[config.mk]
export PLATFORM = sky130hd
export DESIGN_NAME = clkgen_multi
export DESIGN_NICKNAME = d
export VERILOG_FILES = /design/src/rtl/clkgen_multi.sv
export SDC_FILE = /design/constraint.sdc
export NUM_CORES = 1
export LEC_CHECK = 0
export BUFFER_PORTS_ARGS = -buffer_cell sky130_fd_sc_hd__buf_2
export CORE_AREA = 2 2 282 256
export CTS_CLUSTER_DIAMETER = 50
export DETAILED_ROUTE_END_ITERATION = 10
export DIE_AREA = 0 0 284 258
export PLACE_DENSITY = 0.48
export SETUP_SLACK_MARGIN = 0.02
export SLEW_MARGIN = 20
export SYNTH_ARGS = -nofsm -noshare
export SYNTH_HDL_FRONTEND = slang
export SYNTH_SLANG_ARGS = --single-unit
[constraint.sdc]
create_clock -name in_clk -period 5.3 [get_ports in_clk]
set_input_delay 0.265 -clock in_clk [delete_from_list [all_inputs] [get_ports in_clk]]
set_output_delay 0.265 -clock in_clk [all_outputs]
set_load 0.005 [all_outputs]
[src/rtl/clkgen_multi.sv]
// Multi-channel runtime-programmable even-ratio clock divider with per-channel rise strobes.
// Optional macro CLKGEN_MULTI_SYNC_EN adds in_sync to phase-align every running channel.
module clkgen_multi #(
    parameter int unsigned MAIN_CLK_HZ = 50_000_000,
    parameter int unsigned DEF_CLK_HZ  = 10_000,
    parameter int unsigned NUM_CH      = 4,
    parameter int unsigned DIV_BITS    = 16,
    parameter logic        CLK_INIT    = 1'b0,
    localparam int unsigned CH_W       = (NUM_CH > 1) ? $clog2(NUM_CH) : 1
) (
    input  logic                in_clk,
    input  logic                in_rst,
    input  logic [NUM_CH-1:0]   in_en,
    input  logic                in_cfg_we,
    input  logic [CH_W-1:0]     in_cfg_ch,
    input  logic [DIV_BITS-1:0] in_cfg_div,
    input  logic [DIV_BITS-1:0] in_cfg_phase,
`ifdef CLKGEN_MULTI_SYNC_EN
    input  logic                in_sync,
`endif
    output logic [NUM_CH-1:0]   out_clk,
    output logic [NUM_CH-1:0]   out_rise,
    output logic [NUM_CH-1:0]   out_pending
);

    localparam logic [DIV_BITS-1:0] DEF_HP = DIV_BITS'(MAIN_CLK_HZ / DEF_CLK_HZ / 2 - 1);

    typedef enum logic {
        ST_IDLE = 1'b0,
        ST_RUN  = 1'b1
    } state_e;

    state_e              state_q     [NUM_CH];
    state_e              state_d     [NUM_CH];
    logic [DIV_BITS-1:0] ctr_q       [NUM_CH];
    logic [DIV_BITS-1:0] ctr_d       [NUM_CH];
    logic [DIV_BITS-1:0] hp_q        [NUM_CH];
    logic [DIV_BITS-1:0] hp_d        [NUM_CH];
    logic [DIV_BITS-1:0] phase_q     [NUM_CH];
    logic [DIV_BITS-1:0] phase_d     [NUM_CH];
    logic [DIV_BITS-1:0] hp_nxt_q    [NUM_CH];
    logic [DIV_BITS-1:0] hp_nxt_d    [NUM_CH];
    logic [DIV_BITS-1:0] phase_nxt_q [NUM_CH];
    logic [DIV_BITS-1:0] phase_nxt_d [NUM_CH];
    logic [DIV_BITS-1:0] hp_cm_c     [NUM_CH];
    logic [DIV_BITS-1:0] phase_cm_c  [NUM_CH];
    logic [NUM_CH-1:0]   clk_q;
    logic [NUM_CH-1:0]   clk_d;
    logic [NUM_CH-1:0]   rise_q;
    logic [NUM_CH-1:0]   rise_d;
    logic [NUM_CH-1:0]   pend_q;
    logic [NUM_CH-1:0]   pend_d;
    logic [NUM_CH-1:0]   wr_sel_c;

    // Counter start point: phase clamped to the half period.
    function automatic logic [DIV_BITS-1:0] start_val(input logic [DIV_BITS-1:0] ph,
                                                      input logic [DIV_BITS-1:0] hp);
        return (ph < hp) ? ph : hp;
    endfunction

    // Write decode; out-of-range channel numbers match nothing.
    always_comb begin
        wr_sel_c = '0;
        for (int i = 0; i < NUM_CH; i++) begin
            if (in_cfg_we && (in_cfg_ch == CH_W'(i))) begin
                wr_sel_c[i] = 1'b1;
            end
        end
    end

    // Settings each channel ends up with if its pending values are committed now.
    always_comb begin
        for (int i = 0; i < NUM_CH; i++) begin
            hp_cm_c[i]    = pend_q[i] ? hp_nxt_q[i]    : hp_q[i];
            phase_cm_c[i] = pend_q[i] ? phase_nxt_q[i] : phase_q[i];
        end
    end

    // Per-channel next state.
    always_comb begin
        clk_d  = clk_q;
        pend_d = pend_q;
        for (int i = 0; i < NUM_CH; i++) begin
            state_d[i]     = state_q[i];
            ctr_d[i]       = ctr_q[i];
            hp_d[i]        = hp_q[i];
            phase_d[i]     = phase_q[i];
            hp_nxt_d[i]    = hp_nxt_q[i];
            phase_nxt_d[i] = phase_nxt_q[i];

            if (state_q[i] == ST_IDLE) begin
                if (!in_en[i]) begin
                    clk_d[i] = CLK_INIT;
                    if (wr_sel_c[i]) begin
                        hp_d[i]    = in_cfg_div;
                        phase_d[i] = in_cfg_phase;
                        ctr_d[i]   = start_val(in_cfg_phase, in_cfg_div);
                    end else begin
                        ctr_d[i]   = start_val(phase_q[i], hp_q[i]);
                    end
                end else begin
                    // Entry cycle already counts from the clamped phase.
                    state_d[i] = ST_RUN;
                    if (start_val(phase_q[i], hp_q[i]) == hp_q[i]) begin
                        ctr_d[i] = '0;
                        clk_d[i] = ~clk_q[i];
                    end else begin
                        ctr_d[i] = start_val(phase_q[i], hp_q[i]) + 1'b1;
                    end
                    if (wr_sel_c[i]) begin
                        hp_nxt_d[i]    = in_cfg_div;
                        phase_nxt_d[i] = in_cfg_phase;
                        pend_d[i]      = 1'b1;
                    end
                end
            end else if (!in_en[i]) begin
                state_d[i] = ST_IDLE;
                clk_d[i]   = CLK_INIT;
                pend_d[i]  = 1'b0;
                if (wr_sel_c[i]) begin
                    hp_d[i]    = in_cfg_div;
                    phase_d[i] = in_cfg_phase;
                    ctr_d[i]   = start_val(in_cfg_phase, in_cfg_div);
                end else begin
                    hp_d[i]    = hp_cm_c[i];
                    phase_d[i] = phase_cm_c[i];
                    ctr_d[i]   = start_val(phase_cm_c[i], hp_cm_c[i]);
                end
            end
`ifdef CLKGEN_MULTI_SYNC_EN
            else if (in_sync) begin
                clk_d[i]   = CLK_INIT;
                hp_d[i]    = hp_cm_c[i];
                phase_d[i] = phase_cm_c[i];
                ctr_d[i]   = start_val(phase_cm_c[i], hp_cm_c[i]);
                pend_d[i]  = 1'b0;
                if (wr_sel_c[i]) begin
                    hp_nxt_d[i]    = in_cfg_div;
                    phase_nxt_d[i] = in_cfg_phase;
                    pend_d[i]      = 1'b1;
                end
            end
`endif
            else begin
                if (ctr_q[i] == hp_q[i]) begin
                    ctr_d[i] = '0;
                    clk_d[i] = ~clk_q[i];
                    // Toggle back to idle level closes a full period.
                    if (clk_q[i] != CLK_INIT) begin
                        hp_d[i]    = hp_cm_c[i];
                        phase_d[i] = phase_cm_c[i];
                        pend_d[i]  = 1'b0;
                    end
                end else begin
                    ctr_d[i] = ctr_q[i] + 1'b1;
                end
                if (wr_sel_c[i]) begin
                    hp_nxt_d[i]    = in_cfg_div;
                    phase_nxt_d[i] = in_cfg_phase;
                    pend_d[i]      = 1'b1;
                end
            end
        end
    end

    // Strobe marks the cycle the output leaves its idle level.
    always_comb begin
        rise_d = '0;
        for (int i = 0; i < NUM_CH; i++) begin
            rise_d[i] = (clk_d[i] != CLK_INIT) && (clk_q[i] == CLK_INIT);
        end
    end

    always_ff @(posedge in_clk) begin
        if (in_rst) begin
            clk_q  <= {NUM_CH{CLK_INIT}};
            rise_q <= '0;
            pend_q <= '0;
            for (int i = 0; i < NUM_CH; i++) begin
                state_q[i]     <= ST_IDLE;
                ctr_q[i]       <= '0;
                hp_q[i]        <= DEF_HP;
                phase_q[i]     <= '0;
                hp_nxt_q[i]    <= DEF_HP;
                phase_nxt_q[i] <= '0;
            end
        end else begin
            clk_q  <= clk_d;
            rise_q <= rise_d;
            pend_q <= pend_d;
            for (int i = 0; i < NUM_CH; i++) begin
                state_q[i]     <= state_d[i];
                ctr_q[i]       <= ctr_d[i];
                hp_q[i]        <= hp_d[i];
                phase_q[i]     <= phase_d[i];
                hp_nxt_q[i]    <= hp_nxt_d[i];
                phase_nxt_q[i] <= phase_nxt_d[i];
            end
        end
    end

    assign out_clk     = clk_q;
    assign out_rise    = rise_q;
    assign out_pending = pend_q;

endmodule
Word level (Yosys, flattened, before mapping) --
Memories as Yosys holds them, arrays and structs flattened. Cells that the tools add are included.
Word-level totals: bits in registers 12, bits in writable memories 324, output and inout bits 12, memories 6
Operators by class: add/subtract/negate cells 8, magnitude comparators 9, equal/unequal tests 19, multiplexer cells 200, bitwise gates (word level) 28, reductions and logical operators 21
Memories:
- ctr_q | depth 4, bits a word 16, read ports 4, clocked after memory_dff 0, write ports 4, line 35 | logic [DIV_BITS-1:0] ctr_q [NUM_CH];
- hp_nxt_q | depth 4, bits a word 16, read ports 4, clocked after memory_dff 0, write ports 4, line 41 | logic [DIV_BITS-1:0] hp_nxt_q [NUM_CH];
- hp_q | depth 4, bits a word 16, read ports 4, clocked after memory_dff 0, write ports 4, line 37 | logic [DIV_BITS-1:0] hp_q [NUM_CH];
- phase_nxt_q | depth 4, bits a word 16, read ports 4, clocked after memory_dff 0, write ports 4, line 43 | logic [DIV_BITS-1:0] phase_nxt_q [NUM_CH];
- phase_q | depth 4, bits a word 16, read ports 4, clocked after memory_dff 0, write ports 4, line 39 | logic [DIV_BITS-1:0] phase_q [NUM_CH];
- state_q | depth 4, bits a word 1, read ports 4, clocked after memory_dff 0, write ports 4, line 33 | state_e state_q [NUM_CH];
Operators with widths (number):
- 16-bit 2-to-1 mux | 137
- 16-bit less-than comparator | 9
- 16-bit by 1-bit adder with 16-bit output, second input constant | 8
- 16-bit equality test | 8
- 1-bit 2-to-1 mux | 63
- 3-bit by 1-bit != test with 1-bit output, second input constant | 8
- 1-bit OR | 24
- 4-bit AND reduction | 4
- 2-bit nonzero test | 8
- 1-bit logical AND | 8
- 2-bit equality test, second input constant | 2
- 1-bit inverter | 4
- 2-bit by 1-bit equality test with 1-bit output, second input constant | 1
- 2-bit zero test | 1

Depth between registers and ports, before layout --
depth in word-level cells 7, depth in mapped cells 20, depth with buffers taken out 17

Worst setup path before layout --
Ideal clock, no wire load.
path kind register to register, from register pend_q[1] (netlist: out_pending[1]), to memory ctr_q[1][0], library setup time 0.071 ns, arrival time 3.688 ns, required time 5.229 ns, slack 1.541 ns, stages on the path, launching flop included 17, period minus slack after synthesis 3.759 ns, path through dfxtp_1 -> clkbuf_1 -> buf_1 -> mux2i_1 -> inv_1 -> ha_1 -> a21oi_1 -> o21ai_1 -> a2111oi_0 -> a21oi_1 -> a211o_1 -> clkbuf_1 -> clkbuf_1 -> a21oi_1 -> nor3_1 -> a221oi_1 -> o2bb2ai_1
RTL lines:
- from (decl) | line 51 | logic [NUM_CH-1:0] pend_q;
- from (signal assigned) | line 190 | pend_q <= pend_d;
- to (decl) | line 35

==> summary.md <==
| Metric | Value |
|---|---|
| Fmax | `231 MHz` |
| Drt pass-1 iters | `6` |
| Vias per std cell | `5.74` |
| GRT Total Usage | `0.277` |
| Internal cell power | `5.53 mW` |
| Worst reg2reg path depth | `17` |
| Sink Count | `336` |
| HP Class | `primary input to register` |
| Row count | `93` |
| Clock share of power | `0.459` |
| Hold Crit Start | `in_cfg_div[9]` |
| Via count | `24137` |
| Reg-to-Reg End | `ctr_q[1][14]$_SDFF_PP0_` |
| RSZ-0062 raised after global routing | `false` |
| P&R area growth vs syn | `12.7%` |
| Gate power share | `0.200` |
| XOR/XNOR share of the synthesized area | `0.0824` |
| Placed Area | `0.0256 sq mm` |
| Fraction of layout cells with a size suffix above 1 | `0.0965` |
| Crit-path leading delay family | `simple AND/OR/NAND/NOR gates` |
| Hold EP | `hp_nxt_q[2][9]$_SDFFE_PP0P_` |
| Vias in the first global route | `23259` |
| Adder-Cell Fraction of Synth Area | `0.0732` |
| DRT Wirelength | `104 mm` |
| Layout fillers | `7487` |
| Post-Syn Area | `0.0244 sq mm` |
| I/O Pins | `53` |
| ANT nets after route | `0` |
| Tightest hold margin | `0.0476 ns` |
| Largest net degree at the start of global routing | `121` |
| Worst clock skew | `0.0262 ns` |
| Tmin final | `4.32 ns` |
| Final Core Density | `0.389` |
| Clk slew on worst S/H paths | `0.06 ns` |
| Crit path max fanout | `6` |
| Endpoint class of the critical path | `register` |
| Final setup fails | `0` |
| Launch point of the worst reg-to-reg path | `hp_q[1][5]$_SDFFE_PP0P_` |
| Core Area | `0.0707 sq mm` |
| Congestion Overflow GR | `0` |
| Ratio of total power to cell area | `302 mW/mm^2` |
| Hold Vio Cnt, Final | `0` |
| Pleak | `10.9 nW` |
| Synth warn | `0` |
| # Post-CTS Setup Buffers | `0` |
| Max Cap Viol | `0` |
| Peak VDD IR | `0.232 mV` |
| Rel. slew slack | `0.240` |
| Total power | `8.31 mW` |
| CP bufs+invs | `3` |
| #FFs+latches synth | `336` |
| Slowest stage delay, CP | `0.48 ns` |
| Final nets | `3393` |
| Htree depth | `2` |
| Final GP Congestion | `0.932` |
| Avg WL per Cell | `24.7 microns` |
| Die area | `0.0733 sq mm` |
| Worst Hold Path Cells | `3` |
| R2R Setup Slk | `0.98 ns` |
| Sequential Power Share | `0.342` |
| # DRC | `0` |
| Crit Path Category | `register to register` |
| Mean Syn Cell Area | `7.42 sq um` |
| Final worst-path cycle share | `0.815` |
| Clk buf depth | `3` |
| PostCTS Resize Cnt | `0` |
| Global-route wire length before repair | `154 mm` |
| CP Launch Type | `register` |
| Chip height | `258 microns` |
| Syn nets | `3478` |
| Status | `finished clean` |
| Initial Utilization | `0.345` |
| CTS tree | `done` |
| Clk_lat worst skew | `0.64 ns` |
| Largest family of logic cells by synthesized area | `compound AO/OA/AOI/OAI gates` |
| Seq/Total Area, Yosys | `0.275` |
| Worst path slowest cell | `dfxtp_1` |
| Ys flop type | `dfxtp_1` |
| Post-DP HPWL | `74.3 mm` |
| Synth Area in Compound Gates | `0.200` |
| Worst-margin pin slew | `1.11 ns` |
| Final instance area | `0.0275 sq mm` |
| Synth cell types | `85` |
| Simple-Gate Fraction of Synth Area | `0.199` |
| Final setup TNS | `0 ns` |
| Die width | `284 microns` |
| Initial antenna violation count | `7` |
| CP Data Arrival Time | `4.80 ns` |
| Pins Over Slew Limit | `0` |
| CTS Hold Bufs | `0` |
| Cells after synthesis | `3294` |
| Worst Path Required | `5.78 ns` |
| Initial DRC count | `2341` |
| CP Cell Sequence | `inv_1 -> ha_1 -> a21oi_1 -> o21ai_0 -> nand2_1 -> nand4b_1 -> nor2_4 -> mux2i_1 -> inv_1 -> ha_1 -> inv_1 -> nor2_1 -> nand4_1 -> mux2_2 -> or3_1 -> nand3_1 -> a31oi_1` |
| Post-synth EDFFs | `0` |
| Switching pwr | `2.78 mW` |
| I/O Buffers | `52` |
| Root Driver | `clkbuf_16` |
| Critical Path Most Common Cell | `inv_1` |
| Sw Share | `0.334` |
| Cts bufs inserted | `55` |
| Asr flop ratio synth | `0` |
| Post-synthesis mux area share | `0.0991` |
-- routing by layer --
layer  wire length, microns  share of wire  global-route usage  vias up
met2                  43600           0.42               0.414      942
met3                   8080          0.078              0.0529      206
met5                     12        0.00012                   0        -
li1                       -              -                   -    11353
met1                  47800           0.46               0.390    11634
met4                   4510          0.043               0.115        2
-- cell type report --
class / instances / area, sq um / share of cell area
Antenna cell: 2 / 5.00 / 0.000182
Timing Repair Buffer: 147 / 1010 / 0.0366
Inverter: 159 / 597 / 0.0217
Sequential cell: 336 / 6730 / 0.245
Clock inverter: 33 / 414 / 0.0150
Tap cell: 950 / 1190 / 0.0432
Clock buffer: 70 / 1510 / 0.0549
Multi-Input combinational cell: 2510 / 16100 / 0.584
-- registers in the layout, indices dropped and copies added, names as in the netlist --
| register | flops |
|---|---|
| hp_q | 64 |
| phase_nxt_q | 64 |
| hp_nxt_q | 64 |
| out_clk | 4 |
| out_rise | 4 |
| phase_q | 64 |
| state_q | 4 |
| ctr_q | 64 |
| out_pending | 4 |
-- cell usage in the layout (no fill, tap or decap), types with 14 or more instances in the layout --
cell,instances
xnor2_1,136
a21oi_1,342
mux2_2,30
and2_1,14
nand4_1,56
and3_1,31
nor3_1,29
nor4_1,25
a31oi_1,22
dfxtp_1,332
nand2_1,464
a211oi_1,92
nor2_1,338
nand3_1,81
o22ai_1,44
buf_4,93
a22oi_1,17
o211ai_1,63
o21ai_0,80
o21ai_1,28
mux2i_1,196
a221oi_1,18
buf_2,51
inv_1,158
clkbuf_16,55
ha_1,143
a21o_1,14
xor2_1,94
-- synthesized netlist by cell type (18+ instances only) --
cell type	number	share of area
a211oi_1	92	0.028
a21oi_1	344	0.070
a221oi_1	18	0.0065
a31oi_1	22	0.0056
and3_1	31	0.0079
clkbuf_1	252	0.039
dfxtp_1	336	0.28
ha_1	143	0.073
inv_1	158	0.024
mux2_2	30	0.014
mux2i_1	198	0.081
nand2_1	467	0.072
nand3_1	81	0.017
nand4_1	56	0.014
nor2_1	342	0.053
nor3_1	30	0.0061
nor4_1	26	0.0067
o211ai_1	63	0.019
o21ai_0	81	0.017
o21ai_1	29	0.0059
o22ai_1	44	0.011
xnor2_1	136	0.049
xor2_1	94	0.034
-- worst reg2reg max path: cells and delay by family, from the launching register on --
family / cells / cell delay (ns)
and+or+nand+nor: 7 / 1.55
DFF: 1 / 0.48
muxes: 2 / 0.63
adders and majority gates: 2 / 0.70
AOI/OAI and AO/OA: 3 / 0.47
buffers and inverters: 3 / 0.35
-- cell families (layout without fill, tap and decap cells) --
logic type / after synthesis / count (layout)
buffers and inverters: 448 / 409
and+or+nand+nor: 1108 / 1108
DFF: 336 / 336
other: 0 / 2
adders and majority gates: 143 / 143
AOI/OAI and AO/OA: 795 / 795
muxes: 234 / 234
xor gates and xnor gates: 230 / 230
-- worst max-delay path by stage --
stage / cells past startpoint / slack [ns] / to / from
floorplan: 16 / 1.54 / ctr_q[1][0]$_SDFF_PP0_ / out_pending[1]$_SDFFE_PP0P_
global placement: 13 / 0.91 / ctr_q[0][12]$_SDFF_PP0_ / in_cfg_div[1]
detailed placement: 11 / 1.12 / ctr_q[0][12]$_SDFF_PP0_ / out_pending[0]$_SDFFE_PP0P_
CTS: 11 / 1.10 / ctr_q[0][12]$_SDFF_PP0_ / out_pending[0]$_SDFFE_PP0P_
global route: 17 / 0.81 / ctr_q[1][10]$_SDFF_PP0_ / hp_q[1][5]$_SDFFE_PP0P_
finish: 17 / 0.98 / ctr_q[1][14]$_SDFF_PP0_ / hp_q[1][5]$_SDFFE_PP0P_
-- power groups by stage --
stage	logic, mW	registers [mW]	clock network (mW)
floorplan	1.13	2.78	0
global route	1.80	2.85	3.97
global placement	1.62	2.89	0
CTS	1.63	2.83	3.88
finish	1.66	2.84	3.81
detailed placement	1.63	2.89	0
-- stage by stage --
stage	cells	worst slack [ns]
floorplan	3294	1.54
detailed placement	4102	1.12
global route	4205	0.807
finish	4207	0.980
CTS	4205	1.10
global placement	4102	0.906
No activity file was read; power rests on OpenSTA's default activity.
